**config.mk**
```make
export PLATFORM = sky130hd
export DESIGN_NAME = alu_shifter_seq_flat
export DESIGN_NICKNAME = d
export VERILOG_FILES = /design/src/rtl/alu_shifter_seq_if.sv /design/src/rtl/alu_shifter_seq.sv /design/src/flat_wrapper.sv
export SDC_FILE = /design/constraint.sdc
export NUM_CORES = 1
export LEC_CHECK = 0
export ABC_AREA = 1
export BUFFER_PORTS_ARGS = -buffer_cell sky130_fd_sc_hd__buf_2
export CORE_ASPECT_RATIO = 1.1
export CORE_MARGIN = 2
export CORE_UTILIZATION = 45
export CTS_CLUSTER_SIZE = 40
export DETAILED_ROUTE_END_ITERATION = 16
export PLACE_DENSITY = 0.65
export REMOVE_ABC_BUFFERS = 1
export SLEW_MARGIN = 25
export SYNTH_ARGS = -nofsm -noshare
export SYNTH_HDL_FRONTEND = slang
export SYNTH_SLANG_ARGS = --single-unit
```
**constraint.sdc**
```tcl
create_clock -name clk -period 3.2 [get_ports clk]
set_clock_uncertainty 0.2 [all_clocks]
set_input_delay 0.64 -clock clk [delete_from_list [all_inputs] [get_ports clk]]
set_output_delay 0.64 -clock clk [all_outputs]
set_load 0.01 [all_outputs]
```
**src/rtl/alu_shifter_seq_if.sv**
```systemverilog
// alu_shifter_seq_if: request/response bundle for the sequential rotate/shift unit.
//   master : drives start, mode, count, db, cy_in; observes status, result and flags.
//   slave  : the shifter itself.
//   start/mode/count/db/cy_in : request, sampled only while ready=1.
//   ready/busy/done           : handshake status (done is a one-cycle pulse).
//   result/flag_s/z/p/c       : shifted value and Z80-style flags, held until next done.
interface alu_shifter_seq_if #(
  parameter int unsigned WIDTH   = 8,
  parameter int unsigned COUNT_W = 4
);
  logic               start;
  logic [2:0]         mode;
  logic [COUNT_W-1:0] count;
  logic [WIDTH-1:0]   db;
  logic               cy_in;
  logic               ready;
  logic               busy;
  logic               done;
  logic [WIDTH-1:0]   result;
  logic               flag_s;
  logic               flag_z;
  logic               flag_p;
  logic               flag_c;

  modport master (
    output start, mode, count, db, cy_in,
    input  ready, busy, done, result, flag_s, flag_z, flag_p, flag_c
  );

  modport slave (
    input  start, mode, count, db, cy_in,
    output ready, busy, done, result, flag_s, flag_z, flag_p, flag_c
  );
endinterface

```
**src/rtl/alu_shifter_seq.sv**
```systemverilog
// alu_shifter_seq: multi-cycle Z80 rotate/shift unit (RLC, RRC, RL, RR, SLA, SRA,
// SLL, SRL), one bit position per clock, with S/Z/P/C flags and start/done handshake.
//   clk   : system clock, rising edge.
//   reset : synchronous, active-high.
//   bus   : alu_shifter_seq_if slave port (request, status, result, flags).
module alu_shifter_seq #(
  parameter int unsigned WIDTH   = 8,
  parameter int unsigned COUNT_W = 4
) (
  input logic              clk,
  input logic              reset,
  alu_shifter_seq_if.slave bus
);

  localparam int unsigned MSB = WIDTH - 1;

  localparam logic [2:0] MODE_RLC = 3'd0;
  localparam logic [2:0] MODE_RRC = 3'd1;
  localparam logic [2:0] MODE_RL  = 3'd2;
  localparam logic [2:0] MODE_RR  = 3'd3;
  localparam logic [2:0] MODE_SLA = 3'd4;
  localparam logic [2:0] MODE_SRA = 3'd5;
  localparam logic [2:0] MODE_SLL = 3'd6;
  localparam logic [2:0] MODE_SRL = 3'd7;

  typedef enum logic [1:0] {
    ST_IDLE  = 2'd0,
    ST_SHIFT = 2'd1,
    ST_DONE  = 2'd2
  } state_t;

  state_t             r_state;
  logic [WIDTH-1:0]   r_w;
  logic               r_c;
  logic [2:0]         r_mode;
  logic [COUNT_W-1:0] r_cnt;
  logic [WIDTH-1:0]   r_result;
  logic               r_flag_s;
  logic               r_flag_z;
  logic               r_flag_p;
  logic               r_flag_c;
  logic               r_ready;
  logic               r_busy;
  logic               r_done;

  logic [WIDTH-1:0]   w_step_w;
  logic               w_step_c;

  // One single-bit step of the captured mode applied to the working register/carry.
  always_comb begin
    w_step_w = r_w;
    w_step_c = r_c;
    case (r_mode)
      MODE_RLC: begin
        w_step_c = r_w[MSB];
        w_step_w = {r_w[MSB-1:0], r_w[MSB]};
      end
      MODE_RRC: begin
        w_step_c = r_w[0];
        w_step_w = {r_w[0], r_w[MSB:1]};
      end
      MODE_RL: begin
        w_step_c = r_w[MSB];
        w_step_w = {r_w[MSB-1:0], r_c};
      end
      MODE_RR: begin
        w_step_c = r_w[0];
        w_step_w = {r_c, r_w[MSB:1]};
      end
      MODE_SLA: begin
        w_step_c = r_w[MSB];
        w_step_w = {r_w[MSB-1:0], 1'b0};
      end
      MODE_SRA: begin
        w_step_c = r_w[0];
        w_step_w = {r_w[MSB], r_w[MSB:1]};
      end
      MODE_SLL: begin
        w_step_c = r_w[MSB];
        w_step_w = {r_w[MSB-1:0], 1'b1};
      end
      MODE_SRL: begin
        w_step_c = r_w[0];
        w_step_w = {1'b0, r_w[MSB:1]};
      end
      default: begin
        w_step_w = r_w;
        w_step_c = r_c;
      end
    endcase
  end

  // Control FSM, working datapath and registered outputs.
  always_ff @(posedge clk) begin
    if (reset) begin
      r_state  <= ST_IDLE;
      r_w      <= '0;
      r_c      <= 1'b0;
      r_mode   <= '0;
      r_cnt    <= '0;
      r_result <= '0;
      r_flag_s <= 1'b0;
      r_flag_z <= 1'b0;
      r_flag_p <= 1'b0;
      r_flag_c <= 1'b0;
      r_ready  <= 1'b1;
      r_busy   <= 1'b0;
      r_done   <= 1'b0;
    end else begin
      r_done <= 1'b0;
      case (r_state)
        // DONE accepts a new request exactly like IDLE, giving back-to-back operation.
        ST_IDLE, ST_DONE: begin
          r_state <= ST_IDLE;
          r_ready <= 1'b1;
          r_busy  <= 1'b0;
          if (bus.start) begin
            r_w    <= bus.db;
            r_c    <= bus.cy_in;
            r_mode <= bus.mode;
            r_cnt  <= bus.count;
            if (bus.count == '0) begin
              // Zero count: operand and carry-in pass straight through.
              r_state  <= ST_DONE;
              r_done   <= 1'b1;
              r_result <= bus.db;
              r_flag_s <= bus.db[MSB];
              r_flag_z <= (bus.db == '0);
              r_flag_p <= ~^bus.db;
              r_flag_c <= bus.cy_in;
            end else begin
              r_state <= ST_SHIFT;
              r_ready <= 1'b0;
              r_busy  <= 1'b1;
            end
          end
        end
        ST_SHIFT: begin
          r_w   <= w_step_w;
          r_c   <= w_step_c;
          r_cnt <= r_cnt - COUNT_W'(1);
          if (r_cnt == COUNT_W'(1)) begin
            // Final step: publish the stepped value directly.
            r_state  <= ST_DONE;
            r_done   <= 1'b1;
            r_busy   <= 1'b0;
            r_ready  <= 1'b1;
            r_result <= w_step_w;
            r_flag_s <= w_step_w[MSB];
            r_flag_z <= (w_step_w == '0);
            r_flag_p <= ~^w_step_w;
            r_flag_c <= w_step_c;
          end
        end
        default: begin
          r_state <= ST_IDLE;
          r_ready <= 1'b1;
          r_busy  <= 1'b0;
        end
      endcase
    end
  end

  assign bus.ready  = r_ready;
  assign bus.busy   = r_busy;
  assign bus.done   = r_done;
  assign bus.result = r_result;
  assign bus.flag_s = r_flag_s;
  assign bus.flag_z = r_flag_z;
  assign bus.flag_p = r_flag_p;
  assign bus.flag_c = r_flag_c;

endmodule

```
**src/flat_wrapper.sv**
```systemverilog
// flat-port wrapper written by rule: the top's interface ports become plain ports
module alu_shifter_seq_flat 
#(
  parameter int unsigned WIDTH   = 8,
  parameter int unsigned COUNT_W = 4
)
  (clk, reset, bus_start, bus_mode, bus_count, bus_db, bus_cy_in, bus_ready, bus_busy, bus_done, bus_result, bus_flag_s, bus_flag_z, bus_flag_p, bus_flag_c);
  alu_shifter_seq_if #(.WIDTH(WIDTH), .COUNT_W(COUNT_W)) bus_i ();
  input logic clk;
  input logic reset;
  input wire logic [$bits(bus_i.start)-1:0] bus_start;
  input wire logic [$bits(bus_i.mode)-1:0] bus_mode;
  input wire logic [$bits(bus_i.count)-1:0] bus_count;
  input wire logic [$bits(bus_i.db)-1:0] bus_db;
  input wire logic [$bits(bus_i.cy_in)-1:0] bus_cy_in;
  output wire logic [$bits(bus_i.ready)-1:0] bus_ready;
  output wire logic [$bits(bus_i.busy)-1:0] bus_busy;
  output wire logic [$bits(bus_i.done)-1:0] bus_done;
  output wire logic [$bits(bus_i.result)-1:0] bus_result;
  output wire logic [$bits(bus_i.flag_s)-1:0] bus_flag_s;
  output wire logic [$bits(bus_i.flag_z)-1:0] bus_flag_z;
  output wire logic [$bits(bus_i.flag_p)-1:0] bus_flag_p;
  output wire logic [$bits(bus_i.flag_c)-1:0] bus_flag_c;
  assign bus_i.start = bus_start;
  assign bus_i.mode = bus_mode;
  assign bus_i.count = bus_count;
  assign bus_i.db = bus_db;
  assign bus_i.cy_in = bus_cy_in;
  assign bus_ready = bus_i.ready;
  assign bus_busy = bus_i.busy;
  assign bus_done = bus_i.done;
  assign bus_result = bus_i.result;
  assign bus_flag_s = bus_i.flag_s;
  assign bus_flag_z = bus_i.flag_z;
  assign bus_flag_p = bus_i.flag_p;
  assign bus_flag_c = bus_i.flag_c;
  alu_shifter_seq #(.WIDTH(WIDTH), .COUNT_W(COUNT_W)) u_core (.clk(clk), .reset(reset), .bus(bus_i));
endmodule
```
==> results by group <==
Outcome
  • Status: completed

Setup path
  • Arrival time worst endpoint: 2080 ps
  • Crit Path Class: register to register
  • CP Data Required Time: around 3200 ps
  • CP endpoint kind: register
  • Worst R2R Path Depth: 10
  • Reg2Reg Capture Point: u_core.bus.flag_p
  • Setup slack, reg-to-reg: between 1000 and 1500 ps
  • Max FO, Critical Path: 17
  • Worst r2r src: u_core.r_mode[0]
  • Crit path launch type: register

Logic synthesis
  • Number of library cell types mapped by synthesis: 26
  • Post-synth ARST share: 0
  • Synthesized area: about 0.0018 sq mm
  • Commonest cells in the netlist: 64 x nand2_1, 44 x inv_1, 31 x dfxtp_1, 23 x nor2_1, 18 x nand3_1
  • Post-synth EDFFs: 0
  • Yosys reg bits: 31
  • Synth Flop Type: dfxtp_1
  • Cells after synthesis: 266
  • Yosys top cell area share: 0.339
  • Count leader, synth: nand2_1
  • Yosys warns: 0
  • Register area share after synthesis: 0.339
  • Largest area contributor in the synthesized netlist: dfxtp_1
  • Synth top area cells: dfxtp_1 34%, nand2_1 13%, inv_1 9.0%, ha_1 6.8%, nand3_1 4.9%
  • Post-Syn Area per Cell: 6.87 sq um

Timing
  • Slew Viols, Final: 0
  • FMAX: 476 MHz
  • Final min period: 2100 ps
  • Slew @ Worst Pin: between 600 and 700 ps
  • Setup TNS: 0 ps
  • Unrepaired setup endpoints after global routing: false
  • Slew headroom: 0.554
  • Final setup viols: 0
  • Final period util: 0.657
  • Final count of hold timing violations: 0

GRT
  • Initial antenna violation count: 0
  • Largest net degree at the start of global routing: 24
  • Vias in the first global route: about 1,600
  • Met3 Resource Use GR: 0.0445
  • GR Layer Usage met1: 0.225
  • GRT Total Usage: 0.183
  • Met2 usage: 0.312
  • Busiest grt layer: met2
  • First-pass GRT wire length: between 6 and 7 mm
  • Grt total ovfl: 0

Cells and area
  • Layout area overhead: 13.2%
  • Multi-input gate area: 942 sq um
  • Seq. cell area: 621 sq um
  • Finished Layout Cells: 347
  • Fin nets: ~320
  • Share of cells above drive strength 1: 0.173
  • Diode count: 0
  • Post-route design area: 0.00207 sq mm
  • Fillcell total: a little under 400

Worst hold path
  • Hold Crit Endpoint: u_core.bus.ready
  • Worst hold path class: register to register
  • Hold path startpoint: u_core.bus.ready
  • Worst hold path depth: 2

Placement
  • PortBufs: 33
  • RePlAce Congestion: 0.796
  • Post-DP HPWL: 2.88 mm
  • Area post-placement: 0.00197 sq mm
  • Dpl cells: between 300 and 400

Die
  • Die width: 64.8 um
  • Row Count: 24
  • Starting Density: 0.465
  • Core footprint: roughly 0.0039 sq mm
  • I/O Pins: 34
  • Die span in y: 70.8 um
  • DIE AREA: around 0.0046 sq mm

Drt
  • Wire per inst: approximately 11 um
  • Post-route ant nets: 0
  • DR vias: 1,674
  • # DRC: 0
  • Vias per inst: around 4.8
  • Iter 0 DRT Violations: 54
  • Drt pass-1 iters: 4
  • Post-Route WL: approximately 3.8 mm

Clocking
  • CTS tree: done
  • Clk sinks: 31
  • Clock transition at path regs: about 70 ps
  • # H-tree levels: 2
  • Latest clock arrival within the worst-skew pair: 280 ps
  • Root Buffer: clkbuf_8
  • Max clock buf depth: 2
  • Hold Buf Count CTS: 0
  • CTS Buf Count: 5
  • Setup bufs post-CTS: 0
  • Post-CTS resize count: 0

Power and ir drop
  • Max VDD drop: 0.259 mV
  • Cell Pwr Density: around 530 mW/mm^2
  • Leak: around 1.1 nW

Run
  • Max-Cap Viols: 0
sequential cells by signal, indices dropped and copies added, names as in the netlist, 2 cells and up:
signal,cells
u_core.r_cnt,4
u_core.bus.result,8
u_core.r_w,8
u_core.r_state,2
u_core.r_mode,3
per-stage QoR:
step	worst slack [ps]	hold slack, ps	power (W)	util
finish	1100	272	0.00109	0.526
detailed placement	954	266	0.000757	0.501
CTS	1100	277	0.00110	0.526
global route	940	308	0.00116	0.526
floorplan	1320	254	0.000680	-
global placement	1000	257	0.000753	0.501
cell families after synthesis:
kind of cell,count (synthesis),synth area share
AOI/OAI and AO/OA,46,0.144
xor gates and xnor gates,7,0.0335
DFF,31,0.339
adders and majority gates,10,0.0684
and+or+nand+nor,113,0.270
buffers and inverters,59,0.145
layout make-up:
type / instances / area share
inverter: 47 / 0.0852
timing repair buffer: 33 / 0.0798
multi-input combinational: 176 / 0.455
sequential: 31 / 0.300
clock buffer: 8 / 0.0484
tap: 52 / 0.0314
critical path, stage by stage (launching register included):
cell,delay (ps)
dfxtp_1,630
inv_1,160
nand3_1,140
nand2_1,60
ha_1,280
xnor2_1,180
nand2_1,80
nand3_1,90
nand3_1,70
nand2_1,70
inv_1,30
power by group:
part	internal [W]	total, W	switching (W)
logic	0.000118	0.000296	0.000179
clock network	0.000196	0.000339	0.000143
registers	0.000424	0.000452	0.0000280
total	0.000738	0.00109	0.000350
cell usage in the layout, fill, tap and decap left out:
| master | netlist | routed |
|---|---|---|
| a21oi_2 | 2 | 2 |
| buf_2 | 5 | 33 |
| dfxtp_1 | 31 | 31 |
| nand4_4 | 1 | 1 |
| nor2_1 | 23 | 23 |
| clkbuf_8 | 0 | 7 |
| clkbuf_1 | 0 | 1 |
| inv_2 | 3 | 3 |
| nand2_4 | 1 | 1 |
| o211ai_1 | 8 | 8 |
| inv_1 | 44 | 44 |
| xnor2_1 | 4 | 4 |
| o21ai_1 | 7 | 7 |
| and2_1 | 1 | 1 |
| o21ai_2 | 1 | 1 |
| ha_1 | 10 | 10 |
| nor2_4 | 1 | 1 |
| a21oi_1 | 10 | 10 |
| nand4_1 | 1 | 1 |
| nand3_1 | 18 | 18 |
| o21ai_0 | 17 | 17 |
| o22ai_1 | 1 | 1 |
| xor2_1 | 3 | 3 |
| nand2_1 | 64 | 64 |
| nand3b_1 | 1 | 1 |
| nand2_2 | 2 | 2 |
metal layers:
layer | up-vias | wire length, um
li1 | 889 | -
met1 | 748 | 1820
met2 | 33 | 1760
met3 | 4 | 191
met4 | 0 | 37
met5 | - | 0
worst max-delay path by stage:
stage,to,start,cells past startpoint
global route,u_core.bus.flag_p,u_core.r_mode[0],10
detailed placement,u_core.bus.result[0],bus_start,9
CTS,u_core.bus.flag_p,u_core.r_mode[0],10
floorplan,u_core.bus.result[0],bus_start,8
finish,u_core.bus.flag_p,u_core.r_mode[0],10
global placement,u_core.bus.result[0],bus_start,9
No activity file was read; power rests on OpenSTA's default activity.
